$ cat src/rtl/ai_move_engine.sv
// Computer-player move selector for an N x N tic-tac-toe board.
// Snapshots both boards, then scans win, block, centre, corner, first free.
module ai_move_engine #(
  parameter int unsigned N    = 3,
  parameter bit          MODE = 1'b1,
  parameter int unsigned IW   = $clog2(N*N)
) (
  input  logic            clk,
  input  logic            reset,
  input  logic            start,
  input  logic [N*N-1:0]  board_own,
  input  logic [N*N-1:0]  board_opp,
  output logic            busy,
  output logic            done,
  output logic            move_valid,
  output logic [N*N-1:0]  move_onehot,
  output logic [IW-1:0]   move_idx,
  output logic            board_full,
  output logic            illegal
);

  localparam int unsigned C   = N * N;
  localparam int unsigned L   = 2 * N + 2;
  localparam int unsigned LW  = $clog2(L);
  localparam int unsigned CTR = (C - 1) / 2;

  typedef enum logic [2:0] {IDLE, CHECK, SCAN_WIN, SCAN_BLK, PICK, DONE} state_t;

  state_t          state;
  logic [LW-1:0]   line;
  logic [C-1:0]    snap_own, snap_opp;
  logic [C-1:0]    scan_a, scan_b, line_mask, line_empty, pick_cell;
  logic            line_hit;

  // Cell mask of line l: rows, columns, main diagonal, anti-diagonal.
  function automatic logic [C-1:0] mask_of(input logic [LW-1:0] l);
    int li;
    mask_of = '0;
    li = int'(l);
    for (int j = 0; j < int'(N); j++) begin
      if (li < int'(N))           mask_of[li*int'(N) + j] = 1'b1;
      else if (li < 2*int'(N))    mask_of[j*int'(N) + li - int'(N)] = 1'b1;
      else if (li == 2*int'(N))   mask_of[j*(int'(N) + 1)] = 1'b1;
      else                        mask_of[(j + 1)*(int'(N) - 1)] = 1'b1;
    end
  endfunction

  function automatic int unsigned pop(input logic [C-1:0] v);
    pop = 0;
    for (int i = 0; i < int'(C); i++) pop = pop + 32'(v[i]);
  endfunction

  function automatic logic [IW-1:0] enc(input logic [C-1:0] oh);
    enc = '0;
    for (int i = 0; i < int'(C); i++)
      if (oh[i]) enc = enc | IW'(i);
  endfunction

  // Line evaluation; block scan swaps the roles of the two boards.
  always_comb begin
    scan_a     = (state == SCAN_BLK) ? snap_opp : snap_own;
    scan_b     = (state == SCAN_BLK) ? snap_own : snap_opp;
    line_mask  = mask_of(line);
    line_empty = line_mask & ~(scan_a | scan_b);
    line_hit   = (pop(scan_a & line_mask) == N - 1) &&
                 (pop(scan_b & line_mask) == 0) &&
                 (pop(line_empty) == 1);
  end

  // Fallback pick: centre, corners, lowest free (full) or highest free (simple).
  always_comb begin
    logic [C-1:0] free;
    int           sel;
    logic         found;
    free      = ~(snap_own | snap_opp);
    sel       = 0;
    found     = 1'b0;
    pick_cell = '0;
    if (MODE) begin
      if ((N % 2) == 1 && free[CTR])  begin sel = int'(CTR);     found = 1'b1; end
      else if (free[0])               begin sel = 0;             found = 1'b1; end
      else if (free[N-1])             begin sel = int'(N) - 1;   found = 1'b1; end
      else if (free[N*(N-1)])         begin sel = int'(N*(N-1)); found = 1'b1; end
      else if (free[C-1])             begin sel = int'(C) - 1;   found = 1'b1; end
      else begin
        for (int i = int'(C) - 1; i >= 0; i--)
          if (free[i]) begin sel = i; found = 1'b1; end
      end
    end else begin
      for (int i = 0; i < int'(C); i++)
        if (free[i]) begin sel = i; found = 1'b1; end
    end
    if (found) pick_cell[sel] = 1'b1;
  end

  always_ff @(posedge clk or negedge reset) begin
    if (!reset) begin
      state       <= IDLE;
      line        <= '0;
      snap_own    <= '0;
      snap_opp    <= '0;
      busy        <= 1'b0;
      done        <= 1'b0;
      move_valid  <= 1'b0;
      move_onehot <= '0;
      move_idx    <= '0;
      board_full  <= 1'b0;
      illegal     <= 1'b0;
    end else begin
      case (state)
        IDLE: begin
          if (start) begin
            snap_own    <= board_own;
            snap_opp    <= board_opp;
            move_onehot <= '0;
            move_idx    <= '0;
            board_full  <= 1'b0;
            illegal     <= 1'b0;
            busy        <= 1'b1;
            state       <= CHECK;
          end
        end
        CHECK: begin
          if (|(snap_own & snap_opp)) begin
            illegal <= 1'b1;
            done    <= 1'b1;
            state   <= DONE;
          end else if (&(snap_own | snap_opp)) begin
            board_full <= 1'b1;
            done       <= 1'b1;
            state      <= DONE;
          end else begin
            line  <= '0;
            state <= MODE ? SCAN_WIN : PICK;
          end
        end
        SCAN_WIN, SCAN_BLK: begin
          if (line_hit) begin
            move_onehot <= line_empty;
            move_idx    <= enc(line_empty);
            done        <= 1'b1;
            move_valid  <= 1'b1;
            state       <= DONE;
          end else if (line == LW'(L - 1)) begin
            line  <= '0;
            state <= (state == SCAN_WIN) ? SCAN_BLK : PICK;
          end else begin
            line <= line + LW'(1);
          end
        end
        PICK: begin
          move_onehot <= pick_cell;
          move_idx    <= enc(pick_cell);
          done        <= 1'b1;
          move_valid  <= 1'b1;
          state       <= DONE;
        end
        DONE: begin
          done       <= 1'b0;
          move_valid <= 1'b0;
          busy       <= 1'b0;
          state      <= IDLE;
        end
        default: state <= IDLE;
      endcase
    end
  end

endmodule

$ cat config.mk
export PLATFORM = sky130hd
export DESIGN_NAME = ai_move_engine
export DESIGN_NICKNAME = d
export VERILOG_FILES = /design/src/rtl/ai_move_engine.sv
export SDC_FILE = /design/constraint.sdc
export NUM_CORES = 1
export LEC_CHECK = 0
export ABC_AREA = 1
export CORE_UTILIZATION = 61
export CTS_CLUSTER_SIZE = 20
export DETAILED_ROUTE_END_ITERATION = 12
export PLACE_DENSITY_LB_ADDON = 0.05
export SLEW_MARGIN = 10
export SYNTH_ARGS = -nofsm -noshare
export SYNTH_HDL_FRONTEND = slang
export SYNTH_SLANG_ARGS = --single-unit
$ cat constraint.sdc
create_clock -name clk -period 12.2 [get_ports clk]
set_input_delay 1.83 -clock clk [delete_from_list [all_inputs] [get_ports clk]]
set_output_delay 1.83 -clock clk [all_outputs]
set_load 0.005 [all_outputs]
==> results of run 1 <==
==> worst paths after layout <==
kind                                         endpoint  slack [ps]                       start  cells after the start
max                        move_onehot[7]$_DFFE_PN0P_        5320         line[0]$_DFFE_PN0P_                     31
min                        move_onehot[0]$_DFFE_PN0P_         490  move_onehot[0]$_DFFE_PN0P_                      2
max reg2reg                move_onehot[7]$_DFFE_PN0P_        5320         line[0]$_DFFE_PN0P_                     31
min in group asynchronous         line[2]$_DFFE_PN0P_        1660                       reset                      1
max in group asynchronous     snap_opp[4]$_DFFE_PN0P_        9910                       reset                      1
min reg2reg                move_onehot[0]$_DFFE_PN0P_         490  move_onehot[0]$_DFFE_PN0P_                      2
==> sequential cells by signal, indices dropped and copies added (netlist names), 3 cells and up <==
| name | count |
|---|---|
| line | 3 |
| move_idx | 3 |
| move_onehot | 9 |
| snap_opp | 9 |
| snap_own | 9 |
| state | 3 |
==> cell usage after synthesis (all sizes together) (2+ instances only) <==
cell and instances:
o2111ai 6, fa 16, a211oi 8, ha 21
buf 6, a31oi 3, a2bb2oi 4, nor2 67
clkbuf 4, o31ai 2, o22ai 4, nand3 38
dfrtp 41, a31o 2, o21ai 38, a221oi 2
nor3 3, or2 4, inv 95, nand4 5
o21a 3, nand2 137, a21oi 20
==> layout by cell type, fill, tap and decap left out, types with 4 or more instances in the layout <==
cell / instances
sky130_fd_sc_hd__fa_1: 16
sky130_fd_sc_hd__a211oi_1: 8
sky130_fd_sc_hd__nand2_2: 11
sky130_fd_sc_hd__nand2_1: 124
sky130_fd_sc_hd__nand3_1: 32
sky130_fd_sc_hd__nor2_1: 59
sky130_fd_sc_hd__ha_1: 21
sky130_fd_sc_hd__a21oi_1: 20
sky130_fd_sc_hd__clkbuf_8: 6
sky130_fd_sc_hd__o21ai_0: 34
sky130_fd_sc_hd__o2111ai_1: 6
sky130_fd_sc_hd__clkdlybuf4s50_1: 37
sky130_fd_sc_hd__o22ai_1: 4
sky130_fd_sc_hd__nand3_2: 5
sky130_fd_sc_hd__a2bb2oi_1: 4
sky130_fd_sc_hd__nand4_1: 5
sky130_fd_sc_hd__inv_1: 91
sky130_fd_sc_hd__nor2_2: 7
sky130_fd_sc_hd__dfrtp_1: 41
==> cells by family after synthesis <==
logic type,synth area share
buf+inv,0.112
compound gates,0.156
simple gates,0.301
flops,0.271
xor+xnor,0.00463
fa+ha+maj,0.154
==> final cells by class <==
cell class / count / area, um2
Clock buffer: 6 / 82.6
Clock inverter: 2 / 13.8
Fill cell: 503 / 1660
Inverter: 96 / 364
Multi-Input combinational cell: 388 / 2330
Sequential cell: 41 / 1030
Tap cell: 75 / 93.8
Timing Repair Buffer: 39 / 383
==> routing by layer <==
metal | routed length [um] | up-vias | GRT usage
met5 | 0 | - | 0
met2 | 4610 | 166 | 0.526
met3 | 605 | 40 | 0.0528
met1 | 4400 | 1722 | 0.464
met4 | 476 | 0 | 0.148
li1 | - | 1785 | -
==> through the flow <==
step / hold slack [ps] / cell area [um2]
floorplan: 472 / 3780
global placement: 470 / 4200
detailed placement: 466 / 4200
CTS: 497 / 4290
global route: 517 / 4290
finish: 494 / 4290
==> worst max-delay path, delay by kind of cell (launching register included) <==
family	cells	cell delay (ps)
buffers and inverters	7	680
adders and majority gates	8	3330
AOI/OAI and AO/OA	4	950
and+or+nand+nor	12	1330
DFF	1	480
==> out/results.ini, run 1 <==
[layout]
layout-area-overhead-vs-synth_pct = 13.6
diodes = 0
layout-drive-gt1-share = 0.0892
final_nets = 629
final_core_utilization = 0.721
final_cells = 647

[drt]
drt_wl_total_mm = 10.1
initialDrtViolationCount = 412
antenna_violating_nets_remaining = 0
ratio_of_routed_vias_to_standard_cells = 5.74
final_routed_drc_violation_total = 0
routed_wire_length_per_instance_um = 15.6
firstDrtPassIters = 5
via_count = 3713

[synth]
synthCells = 535
synth-seq-cells = 41
synth_enable_flop_cells = 0
netlist_top_cells_area = sky130_fd_sc_hd__dfrtp_1, sky130_fd_sc_hd__nand2_1, sky130_fd_sc_hd__inv_1
synth_seq_area_share = 0.271
postSynthAreaPerCell_um2 = 7.07
synth-main-ff-cell = sky130_fd_sc_hd__dfrtp_1
synth_area_um2 = 3780
netlist.top_cell.by_area = sky130_fd_sc_hd__dfrtp_1
synth.lib_cells_used.distinct = 43
synth_largest_type_area_fraction = 0.271
synth-async-reset-ratio = 1.00
synth_warnings = 0
synthesized_netlist_net_count = 593

[worst_setup_path]
worstSetupPathType = flip-flop to flip-flop
worst_path_cell_with_the_longest_stage_delay = sky130_fd_sc_hd__fa_1
slowest_delay_ps = 600
worst-endpoint-arrival_ps = 7080
setup.worst_path.end_class = flip-flop
start_kind = flip-flop
critPathRequiredTime_ps = 12410
timing.critical_path.fanout_max = 15

[cts]
cts_hold_repair.buffers = 0
clock_insertion_delay_worst_skew_ps = 300
cts_tree = built
post_cts_resized = 0
clk_transition_reported_paths_ps = 90
clk_root_buffer_cell = sky130_fd_sc_hd__clkbuf_8
clockBufferDepth = 2
cts_sinks = 41
clock_tree.htree_level_count = 2
cts_setup_buffers = 0
tritoncts.num_buffers = 5

[sta]
period_needed_ps = 6880
setup_tns_ps = 0
post-route-period-util = 0.564
relative_slew_slack = 0.354
grt_setup_unrepaired = no
max_slew_violations = 0
tightest_slew_ps = 970
total_count_of_hold_check_failures_in_the_final_report = 0
setup-violations-final = 0
highest_clock_frequency_the_design_can_meet_ghz = 0.145
finalClockSkew_ps = 20.1
setup_ws_ps = 5320

[global_routing]
number_of_antenna_violations_at_the_first_check_in_global_routing = 0
gr-total-overflow = 0
grt_use_total = 0.337
grt_start_max_net_pins = 42
first_global_vias = 3494
wire_length_of_the_first_global_routing_pass_mm = 16.6

[placement]
pre_cts_slack_ps = 5400
dp_hpwl_mm = 8.03
io_buffers = 38
dp_cells = 639
gp_routability_congestion = 0.959

[floorplan]
die-area_um2 = 6520
floorplan.die.width_um = 80.7
io_pins = 39
initial_core_util = 0.635
rows = 28
chipHeight_um = 80.7
fp.coreArea_um2 = 5960

[flow_run]
maxCapViolCount = 0

[outcome]
run_status = finished, final reports clean

[worst_hold_path]
classification_of_the_worst_slack_hold_path = flip-flop to flip-flop

Power of run 1 is not shown: default switching activity piles up to over one toggle a cycle in this logic, so the estimate is an artifact.
==> inputs of run 2 (changes only) <==
Settings changed: CORE_UTILIZATION 61 to 53.
Clock period 12.2 ns to 5.95 ns, I/O delays scaled along.
==> run 2 against run 1 <==
Global-route usage fell by 3.1 points. Design area rose by 17%. Critical path depth fell by 2. The run now ends with setup timing left.
==> out/results.ini, run 2 (synthesis results as in run 1) <==
[outcome]
run_status = finished with violations
failing_checks = setup timing

[worst_setup_path]
setup.worst_path.end_class = flip-flop
cp.buffers_inverters = 7
worst-endpoint-arrival_ps = 6310
timing.critical_path.fanout_max = 6
worst_path_dominant_cell_family = adder cells
reg2reg_to = move_onehot[6]$_DFFE_PN0P_
slowest_delay_ps = 580
r2r.worst_path.cells = 29
setup.worst_path.end = move_onehot[6]$_DFFE_PN0P_
r2r_setup_slack_ps = -160
start_kind = flip-flop
cpMostUsedCell = sky130_fd_sc_hd__fa_1
regToRegStartpoint = line[1]$_DFFE_PN0P_
critical_path.startpoint = line[1]$_DFFE_PN0P_
worstSetupPathType = flip-flop to flip-flop
critical_path_depth = 29
worst_path_cell_with_the_longest_stage_delay = sky130_fd_sc_hd__fa_2
critPathRequiredTime_ps = 6150

[cts]
clk_root_buffer_cell = sky130_fd_sc_hd__clkbuf_8
tritoncts.num_buffers = 5
clock_tree.htree_level_count = 2
cts_sinks = 41
clk_transition_reported_paths_ps = 90
clockBufferDepth = 2
clock_insertion_delay_worst_skew_ps = 310
cts_tree = built

[global_routing]
wire_length_of_the_first_global_routing_pass_mm = 17.8
gr-total-overflow = 0
number_of_antenna_violations_at_the_first_check_in_global_routing = 0
first_global_vias = 3817
grt_use_total = 0.307
grt_start_max_net_pins = 42

[sta]
setup-violations-final = 18
worst_hold_slack_ps = 489
highest_clock_frequency_the_design_can_meet_ghz = 0.164
relative_slew_slack = 0.373
period_needed_ps = 6110
post-route-period-util = 1.03
total_count_of_hold_check_failures_in_the_final_report = 0
max_slew_violations = 0
setup_tns_ps = -1530
setup_ws_ps = -158
grt_setup_unrepaired = yes
finalClockSkew_ps = 15.4
tightest_slew_ps = 940

[drt]
final_routed_drc_violation_total = 0
firstDrtPassIters = 5
via_count = 3887
initialDrtViolationCount = 281
routed_wire_length_per_instance_um = 15.3
drt_wl_total_mm = 11.0
ratio_of_routed_vias_to_standard_cells = 5.43
antenna_violating_nets_remaining = 0

[floorplan]
io_pins = 39
fp.coreArea_um2 = 6830
chipHeight_um = 86.5
initial_core_util = 0.553
rows = 30
die-area_um2 = 7480
floorplan.die.width_um = 86.5

[layout]
layout-drive-gt1-share = 0.242
diodes = 0
final_nets = 677
mostFrequentLayoutCells = sky130_fd_sc_hd__nand2_1, sky130_fd_sc_hd__inv_1, sky130_fd_sc_hd__nor2_1
non_filler_cell_area_final_um2 = 5010
layout-area-overhead-vs-synth_pct = 32.5
biggestRegsByFlops = move_onehot: 9 flops, snap_opp: 9 flops, snap_own: 9 flops
mostFrequentLayoutCell = sky130_fd_sc_hd__nand2_1

[placement]
dp_hpwl_mm = 8.22
io_buffers = 38
pre_cts_slack_ps = -328
post_dp_cell_area_um2 = 4530
gp_routability_congestion = 1.00

[flow_run]
maxCapViolCount = 0

[worst_hold_path]
classification_of_the_worst_slack_hold_path = flip-flop to flip-flop
worst_hold_startpoint = move_onehot[4]$_DFFE_PN0P_

## run 2: cell count changes in the layout (fill, tap and decap cells not counted), sizes merged
cell    delta
buf       +48
bufinv     +2
clkbuf     -1
clkinv     -2
inv        +1
## run 2: area by class of cell
class	instances	area [um2]
Multi-Input combinational cell	388	2590
Sequential cell	41	1030
Fill cell	571	1820
Timing Repair Buffer	87	762
Clock inverter	3	68.8
Tap cell	96	120
Clock buffer	5	68.8
Inverter	96	375
## run 2: worst min-delay path: stages (launching register included)
cell                      delay [ps]
sky130_fd_sc_hd__dfrtp_1         350
sky130_fd_sc_hd__nand2_1          60
sky130_fd_sc_hd__nand2_1          50
## run 2: metrics by stage
step	std cells	utilization
2_1_floorplan	535	-
3_3_place_gp	701	0.664
3_5_place_dp	701	0.664
4_1_cts	711	0.703
5_1_grt	716	0.733
6_report	716	0.733
## run 2: layer usage
metal	vias to the layer above	global-route usage	share of wire
li1	1885	-	-
met1	1830	0.380	0.43
met2	146	0.550	0.50
met3	26	0.0562	0.056
met4	0	0.0788	0.020
met5	-	0	0
## run 2: how the worst min path moves through the flow
stage          slack, ps  depth (start not counted)                    endpoint
2_1_floorplan        470                          2     move_idx[2]$_DFFE_PN0P_
5_1_grt              520                          2     move_idx[2]$_DFFE_PN0P_
3_3_place_gp         470                          2     move_idx[2]$_DFFE_PN0P_
3_5_place_dp         470                          2  move_onehot[4]$_DFFE_PN0P_
4_1_cts              490                          2  move_onehot[4]$_DFFE_PN0P_
6_report             490                          2  move_onehot[4]$_DFFE_PN0P_
## run 2: repair_timing
action / in CTS / in global routing
gates resized for setup: 34 / 46
pin swaps: 12 / 33
hold buffers: 0 / 0
hold endpoints to repair: 0 / 0
endpoints found under the setup margin: 20 / 20
setup buffers: 3 / 7
Power of run 2 is left out for the same reason.
==> RTL edit (settings of run 2) <==
Change the parameter `N` from 3 to 6.
--- a/src/rtl/ai_move_engine.sv
+++ b/src/rtl/ai_move_engine.sv
@@ -1,7 +1,7 @@
 // Computer-player move selector for an N x N tic-tac-toe board.
 // Snapshots both boards, then scans win, block, centre, corner, first free.
 module ai_move_engine #(
-  parameter int unsigned N    = 3,
+  parameter int unsigned N    = 6,
   parameter bit          MODE = 1'b1,
   parameter int unsigned IW   = $clog2(N*N)
 ) (
Ports: changed (resized board_opp, board_own, move_idx and move_onehot); port bits go from 39 to 122. The function was not compared with the original's and may differ.
==> RTL edit against run 2 <==
The flow still finishes with violations (negative setup slack); sequential share of layout area decreased by 3.2 points; cell count increased to 3.7 times the old value; wire length increased to 5.0 times the old value; core utilization increased by 6.6 points; worst setup slack got worse by 2.5 ns; cell area increased to 3.7 times the old value; clock skew decreased by 0.0018 ns; global-route usage increased by 15 points; area after synthesis increased to 3.3 times the old value; sequential cell count increased by 85; highest routed layer unchanged.
==> RTL edit: results (changes against run 2) <==
Parameter                              Value

Outcome
  Run status    complete, but fails checks
  Violated checks    negative setup slack

CTS
  CTS Buf Count    17 (+12)
  Htree depth    4 (+2)
  CTS Root Buffer Type    sky130_fd_sc_hd__clkbuf_16
  Insertion delay of the later-clocked pin in the worst-skew pair    0.45 ns (+0.14 ns)

Route
  Number of vias after detailed routing    15500 (+300%)
  Number of detailed-routing iterations run before antenna repair    6 (+1)
  Detailed Route Iter0 Violations    1928 (+590%)
  DR WL/cell    20.6 microns (+35%)

Min path
  Hold crit path type    primary input to asynchronous set/reset pin

Global route
  Largest net degree at the start of global routing    82 (+95%)
  Via count of the first global-routing pass    15400 (+300%)
  Global-route usage over all layers    45.7% (+15 points)

STA
  Post-route clock skew    0.0136 ns (-0.00182 ns)
  Worst slew slack as a fraction of its limit    19.0% (-18 points)
  Final setup slack of the worst path    -2.67 ns (-2.51 ns)
  # setup viols final    51 (+33)

Critical path
  Worst-path fanout max    12 (+6)
  Arrival time worst endpoint    8.98 ns (+2.67 ns)

Synthesis
  Seq/Total Area, Yosys    25.2% (-2.0 points)
  Parity-gate share of the synthesized area counting xor and xnor cells    0.270% (-0.19 points)
  Synth cell types    58 (+35%)
  Number of nets produced by synthesis    2045 (+240%)
  Main area contributors after synthesis    sky130_fd_sc_hd__dfrtp_1 (25%), sky130_fd_sc_hd__fa_1 (14%), sky130_fd_sc_hd__nand2_1 (12%), sky130_fd_sc_hd__inv_1 (11%), sky130_fd_sc_hd__nor2_1 (7.2%)
  Compound-cell area share of the yosys netlist    17.1% (+1.5 points)
  Leading cell types by count after synthesis    sky130_fd_sc_hd__nand2_1 (416), sky130_fd_sc_hd__inv_1 (356), sky130_fd_sc_hd__nor2_1 (241)

Placed design
  Worst-case setup slack after placement    -2.63 ns (-2.31 ns)
  RePlAce Congestion    1.07 (+7.0%)
  Total of buffers placed on input and output ports    121 (+220%)
  HPWL after DPL    42700 microns (+420%)

Finish
  Registers with the most flip-flops    move_onehot: 36 flops, snap_opp: 36 flops, snap_own: 36 flops
-- RTL edit: kinds of logic (layout without fill, tap and decap cells) --
group,after synthesis,after routing
fa+ha+maj,133,133
xor+xnor,3,3
buf+inv,425,932
compound gates,358,358
simple gates,792,792
flops,126,126
-- RTL edit: per-stage QoR --
step                std cells  utilization [%]  power (mW)  area (sq um)
floorplan                1837                -        4.17         12700
global placement         2597             74.0        5.81         16900
detailed placement       2597             74.0        6.02         16900
CTS                      2638             77.8        7.44         17800
global route             2657             79.9        8.47         18300
finish                   2657             79.9        7.97         18300
-- RTL edit: final cells by class --
cell class              count  area (sq um)
repair buffers            532          4520
fillers                  1559          4600
flip-flops and latches    126          3160
inverters                 368          1400
multi-input cells        1286          8250
clock buffers              17           425
well taps                 313           392
clock inverters            15           171
-- RTL edit: critical path, delay by kind of cell, from the launching register on --
kind	cells	cell delay (ns)
AND/OR/NAND/NOR	12	1.47
adder cells (fa/ha/maj)	11	4.77
buffers and inverters	13	1.11
AO/OA/AOI/OAI	5	0.72
flip-flops	1	0.43
-- RTL edit: layer usage --
metal	GRT usage [%]	up-vias	routed length, microns
met5	0	-	0
met2	72.6	1145	24400
met4	33.3	0	4740
met3	11.0	369	6060
met1	54.3	7186	19600
li1	-	6828	-
-- RTL edit: power by group --
part	switching [mW]	internal (mW)	total, mW
combinational	3.03	2.26	5.29
clock	0.512	0.601	1.11
sequential	0.311	1.26	1.57
total	3.85	4.12	7.97
-- RTL edit: worst paths after layout --
check | endpoint | depth (start not counted)
min in group clk | move_onehot[30] | 2
worst min register to register | move_onehot[30] | 2
worst max-delay path | move_onehot[24] | 41
max in group asynchronous | move_onehot[26] | 2
worst max register to register | move_onehot[24] | 41
worst min-delay path | line[2] | 1
-- RTL edit: timing repair --
action | CTS | global route
setup buffers | 7 | 17
cloned | 2 | 4
pin swaps | 8 | 39
setup endpoints to repair | 51 | 51
resized for setup | 46 | 88
